===== src/rtl/modulo_leitor_display_multiplexado_pkg.sv =====
// Shared constants for the 7-segment bus readback: segment patterns, digit slots, FSM encoding.
// Segment patterns are active-high ABCDEFG (bit 6 = A, bit 0 = G).
package modulo_leitor_display_multiplexado_pkg;

    localparam logic [6:0] SEG_0 = 7'b1111110;
    localparam logic [6:0] SEG_1 = 7'b0110000;
    localparam logic [6:0] SEG_2 = 7'b1101101;
    localparam logic [6:0] SEG_3 = 7'b1111001;
    localparam logic [6:0] SEG_4 = 7'b0110011;
    localparam logic [6:0] SEG_5 = 7'b1011011;
    localparam logic [6:0] SEG_6 = 7'b1011111;
    localparam logic [6:0] SEG_7 = 7'b1110000;
    localparam logic [6:0] SEG_8 = 7'b1111111;
    localparam logic [6:0] SEG_9 = 7'b1111011;

    // Anode bit k carries digit slot k of the frame {d3,d2,d1,d0}
    localparam logic [1:0] SLOT_GAR_DEZ = 2'd0;
    localparam logic [1:0] SLOT_GAR_UNI = 2'd1;
    localparam logic [1:0] SLOT_ROL_DEZ = 2'd2;
    localparam logic [1:0] SLOT_ROL_UNI = 2'd3;

    typedef enum logic [1:0] {
        ST_SYNC    = 2'd0,
        ST_COLLECT = 2'd1,
        ST_CHECK   = 2'd2
    } estado_t;

    function automatic logic [6:0] bcd_para_bin(input logic [3:0] dez, input logic [3:0] uni);
        logic [6:0] d7;
        d7 = {3'b000, dez};
        return (d7 << 3) + (d7 << 1) + {3'b000, uni};
    endfunction

endpackage


===== src/rtl/modulo_leitor_display_multiplexado_if.sv =====
// Display bus (driven by the controller) plus the decoded readback results.
interface modulo_leitor_display_multiplexado_if;
    logic [3:0]  Nac_7segmentos;
    logic [7:0]  Nout_7seg;
    logic [6:0]  garrafas_bin;
    logic [6:0]  rolhas_bin;
    logic [15:0] digitos_bcd;
    logic        dado_valido;
    logic        err_segmento;
    logic        err_multi_anodo;
    logic        scan_parado;

    modport master (
        output Nac_7segmentos, Nout_7seg,
        input  garrafas_bin, rolhas_bin, digitos_bcd, dado_valido,
        input  err_segmento, err_multi_anodo, scan_parado
    );

    modport slave (
        input  Nac_7segmentos, Nout_7seg,
        output garrafas_bin, rolhas_bin, digitos_bcd, dado_valido,
        output err_segmento, err_multi_anodo, scan_parado
    );
endinterface


===== src/rtl/modulo_decodificador_7seg_bcd.sv =====
// Combinational 7-segment (active-high ABCDEFG) to BCD decoder; valido_o low for any non-digit pattern.
module modulo_decodificador_7seg_bcd
    import modulo_leitor_display_multiplexado_pkg::*;
(
    input  logic [6:0] seg_i,
    output logic [3:0] bcd_o,
    output logic       valido_o
);
    always_comb begin
        bcd_o    = 4'd0;
        valido_o = 1'b1;
        case (seg_i)
            SEG_0:   bcd_o = 4'd0;
            SEG_1:   bcd_o = 4'd1;
            SEG_2:   bcd_o = 4'd2;
            SEG_3:   bcd_o = 4'd3;
            SEG_4:   bcd_o = 4'd4;
            SEG_5:   bcd_o = 4'd5;
            SEG_6:   bcd_o = 4'd6;
            SEG_7:   bcd_o = 4'd7;
            SEG_8:   bcd_o = 4'd8;
            SEG_9:   bcd_o = 4'd9;
            default: valido_o = 1'b0;
        endcase
    end
endmodule


===== src/rtl/modulo_leitor_display_multiplexado.sv =====
// Samples the multiplexed 4-digit display bus, rebuilds frames and publishes the two
// counts once FRAMES_MATCH identical frames have been seen.
module modulo_leitor_display_multiplexado
    import modulo_leitor_display_multiplexado_pkg::*;
#(
    parameter int FRAMES_MATCH = 2,
    parameter int TIMEOUT      = 16
) (
    input  logic clk,
    input  logic reset,
    modulo_leitor_display_multiplexado_if.slave bus
);
    localparam logic [2:0] MATCH_MAX = 3'(FRAMES_MATCH);
    localparam logic [7:0] TO_MAX    = 8'(TIMEOUT);

    logic [3:0]  nac_q, nac_d;
    logic [6:0]  nseg_q, nseg_d;
    logic [3:0]  an_prev_q, an_prev_d;
    logic [7:0]  to_cnt_q, to_cnt_d;
    estado_t     estado_q, estado_d;
    logic [3:0]  seen_q, seen_d;
    logic [15:0] frame_q, frame_d;
    logic [15:0] prev_q, prev_d;
    logic [15:0] digitos_q, digitos_d;
    logic [2:0]  match_q, match_d;
    logic        publicado_q, publicado_d;
    logic [6:0]  garrafas_q, garrafas_d;
    logic [6:0]  rolhas_q, rolhas_d;
    logic        dado_valido_q, dado_valido_d;
    logic        err_seg_q, err_seg_d;
    logic        err_multi_q, err_multi_d;
    logic        scan_parado_q, scan_parado_d;

    logic [3:0] an;
    logic [6:0] seg;
    logic [3:0] dig_bcd;
    logic       dig_ok, one_hot, multi, seg_bad, dig_cap, captura_d0, stall;
    logic [1:0] slot;

    // DP (Nout_7seg[0]) carries no digit information, so it is not sampled
    assign nac_d  = bus.Nac_7segmentos;
    assign nseg_d = bus.Nout_7seg[7:1];
    assign an     = ~nac_q;
    assign seg    = ~nseg_q;

    modulo_decodificador_7seg_bcd u_dec (
        .seg_i    (seg),
        .bcd_o    (dig_bcd),
        .valido_o (dig_ok)
    );

    always_comb begin
        one_hot = 1'b1;
        slot    = SLOT_GAR_DEZ;
        case (an)
            4'b0001: slot = SLOT_GAR_DEZ;
            4'b0010: slot = SLOT_GAR_UNI;
            4'b0100: slot = SLOT_ROL_DEZ;
            4'b1000: slot = SLOT_ROL_UNI;
            default: one_hot = 1'b0;
        endcase
    end

    // A blank digit with a single anode is neither captured nor flagged
    assign multi      = (an != 4'b0000) && !one_hot;
    assign seg_bad    = one_hot && !dig_ok && (seg != 7'd0);
    assign dig_cap    = one_hot && dig_ok;
    assign captura_d0 = dig_cap && (slot == SLOT_GAR_DEZ);

    // Counts cycles the anode lines have held their current value
    assign an_prev_d = an;
    assign to_cnt_d  = (an != an_prev_q) ? 8'd1 :
                       (to_cnt_q == TO_MAX) ? TO_MAX : to_cnt_q + 8'd1;
    assign stall     = (to_cnt_d == TO_MAX);

    always_comb begin
        estado_d      = estado_q;
        seen_d        = seen_q;
        frame_d       = frame_q;
        prev_d        = prev_q;
        digitos_d     = digitos_q;
        match_d       = match_q;
        publicado_d   = publicado_q;
        garrafas_d    = garrafas_q;
        rolhas_d      = rolhas_q;
        dado_valido_d = 1'b0;
        err_seg_d     = err_seg_q | seg_bad;
        err_multi_d   = err_multi_q | multi;
        scan_parado_d = scan_parado_q;

        case (estado_q)
            ST_SYNC: begin
                if (captura_d0) begin
                    frame_d[{SLOT_GAR_DEZ, 2'b00} +: 4] = dig_bcd;
                    seen_d        = 4'b0001;
                    estado_d      = ST_COLLECT;
                    scan_parado_d = 1'b0;
                end
            end
            ST_COLLECT: begin
                if (multi || seg_bad) begin
                    estado_d = ST_SYNC;
                    seen_d   = 4'b0000;
                    match_d  = 3'd0;
                end else if (captura_d0) begin
                    frame_d[{SLOT_GAR_DEZ, 2'b00} +: 4] = dig_bcd;
                    seen_d = 4'b0001;
                end else if (dig_cap && (seen_q != 4'b0000)) begin
                    frame_d[{slot, 2'b00} +: 4] = dig_bcd;
                    seen_d = seen_q | (4'b0001 << slot);
                    if (seen_d == 4'b1111) estado_d = ST_CHECK;
                end
            end
            ST_CHECK: begin
                if (frame_q == prev_q) begin
                    match_d = (match_q >= MATCH_MAX) ? MATCH_MAX : match_q + 3'd1;
                end else begin
                    match_d = 3'd1;
                    prev_d  = frame_q;
                end
                if ((match_d == MATCH_MAX) && ((frame_q != digitos_q) || !publicado_q)) begin
                    digitos_d     = frame_q;
                    garrafas_d    = bcd_para_bin(frame_q[{SLOT_GAR_DEZ, 2'b00} +: 4],
                                                 frame_q[{SLOT_GAR_UNI, 2'b00} +: 4]);
                    rolhas_d      = bcd_para_bin(frame_q[{SLOT_ROL_DEZ, 2'b00} +: 4],
                                                 frame_q[{SLOT_ROL_UNI, 2'b00} +: 4]);
                    dado_valido_d = 1'b1;
                    publicado_d   = 1'b1;
                end
                // The next frame's first digit arrives during this cycle on a continuous scan
                estado_d = ST_COLLECT;
                seen_d   = 4'b0000;
                if (multi || seg_bad) begin
                    estado_d = ST_SYNC;
                    match_d  = 3'd0;
                end else if (captura_d0) begin
                    frame_d[{SLOT_GAR_DEZ, 2'b00} +: 4] = dig_bcd;
                    seen_d = 4'b0001;
                end
            end
            default: estado_d = ST_SYNC;
        endcase

        if (stall) begin
            scan_parado_d = 1'b1;
            estado_d      = ST_SYNC;
            seen_d        = 4'b0000;
        end
    end

    always_ff @(posedge clk) begin
        if (reset) begin
            nac_q         <= 4'hF;
            nseg_q        <= 7'h7F;
            an_prev_q     <= 4'h0;
            to_cnt_q      <= 8'd0;
            estado_q      <= ST_SYNC;
            seen_q        <= 4'h0;
            frame_q       <= 16'h0;
            prev_q        <= 16'h0;
            digitos_q     <= 16'h0;
            match_q       <= 3'd0;
            publicado_q   <= 1'b0;
            garrafas_q    <= 7'd0;
            rolhas_q      <= 7'd0;
            dado_valido_q <= 1'b0;
            err_seg_q     <= 1'b0;
            err_multi_q   <= 1'b0;
            scan_parado_q <= 1'b0;
        end else begin
            nac_q         <= nac_d;
            nseg_q        <= nseg_d;
            an_prev_q     <= an_prev_d;
            to_cnt_q      <= to_cnt_d;
            estado_q      <= estado_d;
            seen_q        <= seen_d;
            frame_q       <= frame_d;
            prev_q        <= prev_d;
            digitos_q     <= digitos_d;
            match_q       <= match_d;
            publicado_q   <= publicado_d;
            garrafas_q    <= garrafas_d;
            rolhas_q      <= rolhas_d;
            dado_valido_q <= dado_valido_d;
            err_seg_q     <= err_seg_d;
            err_multi_q   <= err_multi_d;
            scan_parado_q <= scan_parado_d;
        end
    end

    assign bus.garrafas_bin    = garrafas_q;
    assign bus.rolhas_bin      = rolhas_q;
    assign bus.digitos_bcd     = digitos_q;
    assign bus.dado_valido     = dado_valido_q;
    assign bus.err_segmento    = err_seg_q;
    assign bus.err_multi_anodo = err_multi_q;
    assign bus.scan_parado     = scan_parado_q;
endmodule


===== src/flat_wrapper.sv =====
// flat-port wrapper written by rule: the top's interface ports become plain ports
module modulo_leitor_display_multiplexado_flat import modulo_leitor_display_multiplexado_pkg::*;
#(
    parameter int FRAMES_MATCH = 2,
    parameter int TIMEOUT      = 16
)
  (clk, reset, bus_Nac_7segmentos, bus_Nout_7seg, bus_garrafas_bin, bus_rolhas_bin, bus_digitos_bcd, bus_dado_valido, bus_err_segmento, bus_err_multi_anodo, bus_scan_parado);
  modulo_leitor_display_multiplexado_if bus_i ();
  input  logic clk;
  input  logic reset;
  input wire logic [$bits(bus_i.Nac_7segmentos)-1:0] bus_Nac_7segmentos;
  input wire logic [$bits(bus_i.Nout_7seg)-1:0] bus_Nout_7seg;
  output wire logic [$bits(bus_i.garrafas_bin)-1:0] bus_garrafas_bin;
  output wire logic [$bits(bus_i.rolhas_bin)-1:0] bus_rolhas_bin;
  output wire logic [$bits(bus_i.digitos_bcd)-1:0] bus_digitos_bcd;
  output wire logic [$bits(bus_i.dado_valido)-1:0] bus_dado_valido;
  output wire logic [$bits(bus_i.err_segmento)-1:0] bus_err_segmento;
  output wire logic [$bits(bus_i.err_multi_anodo)-1:0] bus_err_multi_anodo;
  output wire logic [$bits(bus_i.scan_parado)-1:0] bus_scan_parado;
  assign bus_i.Nac_7segmentos = bus_Nac_7segmentos;
  assign bus_i.Nout_7seg = bus_Nout_7seg;
  assign bus_garrafas_bin = bus_i.garrafas_bin;
  assign bus_rolhas_bin = bus_i.rolhas_bin;
  assign bus_digitos_bcd = bus_i.digitos_bcd;
  assign bus_dado_valido = bus_i.dado_valido;
  assign bus_err_segmento = bus_i.err_segmento;
  assign bus_err_multi_anodo = bus_i.err_multi_anodo;
  assign bus_scan_parado = bus_i.scan_parado;
  modulo_leitor_display_multiplexado #(.FRAMES_MATCH(FRAMES_MATCH), .TIMEOUT(TIMEOUT)) u_core (.clk(clk), .reset(reset), .bus(bus_i));
endmodule

===== config.mk =====
export PLATFORM = sky130hd
export DESIGN_NAME = modulo_leitor_display_multiplexado_flat
export DESIGN_NICKNAME = d
export VERILOG_FILES = /design/src/rtl/modulo_leitor_display_multiplexado_pkg.sv /design/src/rtl/modulo_leitor_display_multiplexado_if.sv /design/src/rtl/modulo_decodificador_7seg_bcd.sv /design/src/rtl/modulo_leitor_display_multiplexado.sv /design/src/flat_wrapper.sv
export SDC_FILE = /design/constraint.sdc
export NUM_CORES = 1
export LEC_CHECK = 0
export CORE_MARGIN = 8
export CORE_UTILIZATION = 45
export CTS_CLUSTER_DIAMETER = 60
export DETAILED_ROUTE_END_ITERATION = 6
export GPL_TIMING_DRIVEN = 0
export PLACE_DENSITY_LB_ADDON = 0.25
export SYNTH_ARGS = -nofsm -noshare
export SYNTH_HDL_FRONTEND = slang
export SYNTH_SLANG_ARGS = --single-unit
export TNS_END_PERCENT = 5

===== constraint.sdc =====
create_clock -name clk -period 2.77 [get_ports clk]
set_input_delay 0.277 -clock clk [delete_from_list [all_inputs] [get_ports clk]]
set_output_delay 0.277 -clock clk [all_outputs]
set_load 0.005 [all_outputs]

Word level (Yosys, flattened, before mapping)
Cells that the tools add are included.
{"block": "totals", "register_bits": 99, "input_bits": 14}
{"block": "op_classes", "add_sub_neg": 7, "magnitude_cmp": 1, "n_eq_ne": 32, "n_shift": 3, "muxes": 37, "bitwise_logic": 9, "reduce_logical": 33}
{"cell": "$eq A7 B7 Y1 const B", "n": 8}
{"cell": "$mux W4", "n": 10}
{"cell": "$pmux W4 S9", "n": 1}
{"cell": "$pmux W4 S3", "n": 2}
{"cell": "$bwmux W16", "n": 1}
{"cell": "$eq A16 B16 Y1", "n": 1}
{"cell": "$eq A8 B5 Y1 const B", "n": 2}
{"cell": "$mux W8", "n": 2}
{"cell": "$ne A16 B16 Y1", "n": 1}
{"cell": "$shift A4 B6 Y16 const A", "n": 1}
{"cell": "$shiftx A4 B6 Y16", "n": 1}
{"cell": "$mux W3", "n": 5}
{"cell": "$add A7 B4 Y7", "n": 2}
{"cell": "$add A7 B5 Y7", "n": 2}
{"cell": "$eq A7 B6 Y1 const B", "n": 2}
{"cell": "$pmux W2 S3", "n": 2}
{"cell": "$reduce_and A4 Y1", "n": 3}
{"cell": "$mux W2", "n": 5}
{"cell": "$reduce_or A10 Y1", "n": 1}
{"cell": "$ne A3 B1 Y1 const B", "n": 3}
{"cell": "$add A8 B1 Y8 const B", "n": 1}
{"cell": "$eq A4 B4 Y1 const B", "n": 2}
{"cell": "$mux W1", "n": 8}
{"cell": "$reduce_and A2 Y1", "n": 4}
{"cell": "other kinds (32)", "n": 52}

Logic depth before layout (Yosys ltp)
Gate-level depths: netlist of run 1.
{"block": "depth", "depth_word": 11, "ltp_mapped": 10, "ltp_nobuf": 9}

Cells and area by module
A second synthesis of run 1 with hierarchy kept.
{"block": "unflattened", "cells_unflattened": 535, "hier_area_um2": 4999.8}
{"module": "modulo_leitor_display_multiplexado", "n_inst": 1, "cells_per_inst": 511, "area_per_inst_um2": 4830.9, "seq_area_each_um2": 1941.9}
{"module": "modulo_decodificador_7seg_bcd", "n_inst": 1, "cells_per_inst": 24, "area_per_inst_um2": 168.9, "seq_area_each_um2": 0.0}

Worst setup path after synthesis of run 1
No wires, ideal clock.
{"block": "synth_path", "kind": "flip-flop to flip-flop", "start": "register u_core.nseg_q[5]", "end": "register u_core.frame_q[3]", "arrival_ps": 2335, "path_slack_ps": 376, "path_stages_with_launch": 9, "n_path_buf": 2, "cell_sequence": "dfxtp_1 > buf_4 > or3b_1 > a2111o_1 > and4_4 > buf_6 > or4_4 > nor3_4 > a32o_2"}
{"block": "synth_between", "elab_chain_len": 10, "word_cells_on_any_way": 34}
{"item": "start: declaration", "line": "modulo_leitor_display_multiplexado.sv:17", "text": "logic [6:0] nseg_q, nseg_d;"}
{"item": "start signal: assignment", "line": "modulo_leitor_display_multiplexado.sv:172", "text": "nseg_q <= nseg_d;"}
{"item": "$not A7 Y7 (*)", "line": "modulo_leitor_display_multiplexado.sv:44", "text": "assign seg = ~nseg_q;"}
{"item": "branches (longest 9 deep; another with $shiftx A4 B6 Y16)"}
{"item": "end signal: assignment", "line": "modulo_leitor_display_multiplexado.sv:177", "text": "frame_q <= frame_d;"}
{"item": "end: declaration", "line": "modulo_leitor_display_multiplexado.sv:22", "text": "logic [15:0] frame_q, frame_d;"}
Every way passes the cells marked *. The select of a mux whose other input is x is not followed.
A chain may end at the register's enable or synchronous reset.

Worst setup path in the final report of run 1
{"block": "layout_path", "start": "register u_core.nseg_q[5]", "end": "register u_core.frame_q[11]"}
{"block": "layout_between", "elab_chain_len": 10, "word_cells_on_any_way": 27}
{"item": "$not A7 Y7 (*)", "line": "modulo_leitor_display_multiplexado.sv:44"}
{"item": "$eq A7 B7 Y1 / $eq A7 B6 Y1 (equally long branches)", "line": "modulo_decodificador_7seg_bcd.sv:12", "text": "case (seg_i)"}
{"item": "$reduce_or A10 Y1 (no source line)"}
{"item": "$mux W1", "line": "modulo_decodificador_7seg_bcd.sv:12"}
{"item": "$logic_not A1 Y1", "line": "modulo_leitor_display_multiplexado.sv:66", "text": "assign seg_bad = one_hot && !dig_ok && (seg != 7'd0);"}
{"item": "$logic_and A1 B1 Y1 (2 in series)", "line": "modulo_leitor_display_multiplexado.sv:66"}
{"item": "$logic_or A1 B1 Y1", "line": "modulo_leitor_display_multiplexado.sv:101", "text": "if (multi || seg_bad) begin"}
{"item": "$not A1 Y1 (no source line)"}
{"item": "$reduce_and A4 Y1 (no source line)"}
Every way passes the cells marked *; elsewhere a longest branch is shown, timed or not.

==> flow_metrics.tcl, run 1 <==
set metrics [dict create \
    status "complete, no violations" \
    r2r_start "u_core.nseg_q[5]" \
    power_frac_comb_pct 14.2 \
    synthTopCellsByArea "dfxtp_1, mux2i_1, ha_1" \
    ys_async_sr_fraction_pct 0 \
    wire_per_inst_microns 16.1 \
    met1_usage_pct 20.9 \
    drc 0 \
    yosysWarnings 0 \
    die_h_microns 122 \
    ys_seq_area_share_pct 38.4 \
    seq_power_share_pct 53.6 \
    grt_overflow 0 \
    ctsHtreeMaxLevel 3 \
    yosys.cell_types.count 66 \
    setup_viol 0 \
    skew_ns 0.0123 \
    synth_commonest_cells "dfxtp_1, nor2_1, mux2i_1" \
    hold_path.class "in -> reg" \
    ys_ff_latch 97 \
    synthCells 537 \
    core_area_sq_um 10900 \
    portBuffers 45 \
    placed_cell_area_sq_um 5690 \
    grt_max_degree 17 \
    gr-usage-met2_pct 27.0 \
    cp_max_fo 9 \
    globalRoute.busiestLayer "met2" \
    cts_sinks 97 \
    drive_above_1_share_pct 10.4 \
    numCtsBuffers 9 \
    critical_path_required_ns 3.07 \
    tns_ns 0 \
    cts_setup_buffers 0 \
    area_growth_pct 16.8 \
    netlist_area_sq_um 5060 \
    utilization_pct 54.3 \
    cp_cell_sequence "buf_4 -> or3b_1 -> a2111o_1 -> nor4bb_2 -> a21boi_1 -> nand4_1 -> mux2i_1" \
    relSlewSlack_pct 55.3 \
    power.density_nw_per_um2 458 \
    critPathLaunch "u_core.nseg_q[5]" \
    via_per_inst 5.32 \
    fin_crit_sh_pct 95.8 \
    path_clk_slew_ns 0.10 \
    fillers 991 \
    period_minus_slack_ns 2.65 \
    internal_power_mw 1.94 \
    diodes 0 \
    synth_top_area_share_pct 38.4 \
    row_count 38 \
    synth-edff-count 0 \
    endpoint "u_core.frame_q[11]" \
    die_x_microns 122 \
    p_leak_nw 2.73 \
    crit_type "reg -> reg" \
    syn-num-nets 583 \
    antenna_found_initial 0 \
    avgSynthCellArea_sq_um 9.42 \
    yosys.area.top_type "dfxtp_1" \
    slowest_delay_ns 0.46 \
    hpwl_microns 8810 \
    slew_viol_final 0 \
    clk_latency_ns 0.37 \
    cts-root-buf "clkbuf_8" \
    crit_path_start_kind "flop" \
    io_pins 48 \
    ant_nets 0 \
    vdd_drop_max_mv 0.329 \
    drv_cap 0 \
    reg2reg_to "u_core.frame_q[11]" \
    grt_pass1_wl_microns 19300 \
    grt_pass1_vias 3871 \
    reg2regPathDepth 7 \
    p_sw_mw 0.766 \
    synth_top_flop_cell "dfxtp_1" \
    first_pass_iters 4 \
    crit_path_end_kind "flop" \
    cts_tree "built" \
    dieArea_sq_um 14900 \
    clkPwrFrac_pct 32.2 \
    wirelength_microns 11900 \
    fmax_mhz 377 \
    r2r_slack_ns 0.12 \
    hold_ws_ns 0.451 \
    swShare_pct 28.3 \
    design_area_sq_um 5910 \
    final_hold_viol_count 0 \
    grtUsageMet3_pct 3.15 \
    vias 3921 \
    yosysMostFrequentCell "dfxtp_1" \
    track_usage_pct 16.4 \
    rsz0062_at_grt "no" \
    finalPower_mw 2.71 \
    routabilityCongestion 0.869 \
    tightest_slew_ns 0.671 \
    cp_slowest_cell "a2111o_1" \
    start_util_pct 46.5 \
    nets 638 \
    critical_path_arrival_ns 2.95 \
    first_iter_violations 240 \
    cts_hold_buf 0 \
    cts.path.max_buffers 2 \
]
[per-layer routing]
| layer | wire length, microns | share of wire, % |
|---|---|---|
| met5 | 0 | 0 |
| met4 | 209 | 1.8 |
| met3 | 581 | 4.9 |
| met2 | 5500 | 46 |
| met1 | 5600 | 47 |
[worst max-delay path: cells and delay by family, from the launching register on]
| kind | cells | cell delay, ns |
|---|---|---|
| AND/OR/NAND/NOR | 3 | 0.96 |
| AO/OA/AOI/OAI | 2 | 0.89 |
| multiplexers | 1 | 0.27 |
| buffers and inverters | 1 | 0.14 |
| flip-flops | 1 | 0.32 |
[how the worst min path moves through the flow]
stage | from | end | slack (ns) | cells after the start
detailed placement | u_core.publicado_q | u_core.publicado_q | 0.46 | 2
floorplan | bus_Nac_7segmentos[0] | u_core.nac_q[0] | 0.38 | 1
finish | bus_Nac_7segmentos[1] | u_core.nac_q[1] | 0.45 | 2
global route | bus_Nac_7segmentos[1] | u_core.nac_q[1] | 0.45 | 2
global placement | u_core.publicado_q | u_core.publicado_q | 0.44 | 2
CTS | bus_Nac_7segmentos[1] | u_core.nac_q[1] | 0.44 | 2
[power groups by stage]
stage	Combinational (mW)	Sequential (mW)	Clock, mW
2_1_floorplan	0.280	1.48	0
3_3_place_gp	0.362	1.48	0
3_5_place_dp	0.375	1.48	0
4_1_cts	0.379	1.45	0.896
5_1_grt	0.432	1.46	0.968
6_report	0.385	1.45	0.872
[per-stage QoR]
step / std cells / setup WS [ns]
final: 737 / 0.116
after detailed placement: 722 / -0.198
after CTS: 738 / 0.00604
after global routing: 737 / 0.00474
after global placement: 722 / -0.106
after floorplan: 537 / 0.376
[cell type report]
class / instances / area, sq um / share of cell area (%)
flip-flops and latches: 97 / 1950 / 32.9
clock inverters: 5 / 36.3 / 0.614
repair buffers: 45 / 450 / 7.62
inverters: 12 / 45.0 / 0.762
clock buffers: 11 / 141 / 2.39
multi-input cells: 399 / 2980 / 50.5
plain buffers: 28 / 133 / 2.24
well taps: 140 / 175 / 2.96
[sequential cells by signal (all words and copies together), names as in the netlist]
signal	flops
u_core.to_cnt_q	8
u_core.estado_q	2
u_core.bus.dado_valido	1
u_core.bus.err_multi_anodo	1
u_core.an_prev_q	4
u_core.nseg_q	7
u_core.bus.err_segmento	1
u_core.match_q	3
u_core.frame_q	16
u_core.seen_q	4
u_core.nac_q	4
u_core.bus.scan_parado	1
u_core.publicado_q	1
u_core.bus.rolhas_bin	6
u_core.bus.digitos_bcd	16
u_core.prev_q	16
u_core.bus.garrafas_bin	6
[layout by cell type (no fill, tap or decap), types with 7 or more instances in the layout]
| cell type | n |
|---|---|
| dfxtp_1 | 94 |
| nor2_1 | 65 |
| mux2i_1 | 57 |
| clkdlybuf4s50_1 | 45 |
| nand2_1 | 40 |
| xnor2_1 | 36 |
| ha_1 | 27 |
| clkbuf_1 | 18 |
| xor2_1 | 16 |
| or2_2 | 16 |
| a21oi_1 | 15 |
| inv_1 | 11 |
| nand4_1 | 11 |
| clkbuf_8 | 10 |
| o21ai_0 | 8 |
| nand3_1 | 7 |
| nor3_1 | 7 |
[kinds of logic (layout without fill, tap and decap cells)]
kind of cell	count (synthesis)	count (layout)	share of synthesized area (%)
AO/OA/AOI/OAI	67	67	9.69
XOR/XNOR	52	52	9.00
adder cells (fa/ha/maj)	33	33	8.70
buffers and inverters	41	101	3.53
flip-flops	97	97	38.4
multiplexers	57	57	11.3
AND/OR/NAND/NOR	190	190	19.4
[repair_timing]
| action | in CTS | in global routing |
|---|---|---|
| pin swaps | 0 | 0 |
| gates resized for setup | 2 | 12 |
| setup endpoints to repair | 25 | 45 |
| cloned | 0 | 0 |
Power figures use the tool's default switching activity.
==> run 2: changes to the inputs <==
==> constraint.sdc (replaced) <==
create_clock -name clk -period 2.77 [get_ports clk]
set_input_delay 0.554 -clock clk [delete_from_list [all_inputs] [get_ports clk]]
set_output_delay 0.554 -clock clk [all_outputs]
set_load 0.005 [all_outputs]
==> results of run 2 <==
Same layout as run 1 (identical final DEF). Status: complete, no violations.
Main changes from that run: setup slack after placement -0.198 ns -> -0.293 ns; hold slack 0.451 ns -> 0.466 ns; end point of the worst hold path u_core.nac_q[1] -> u_core.publicado_q
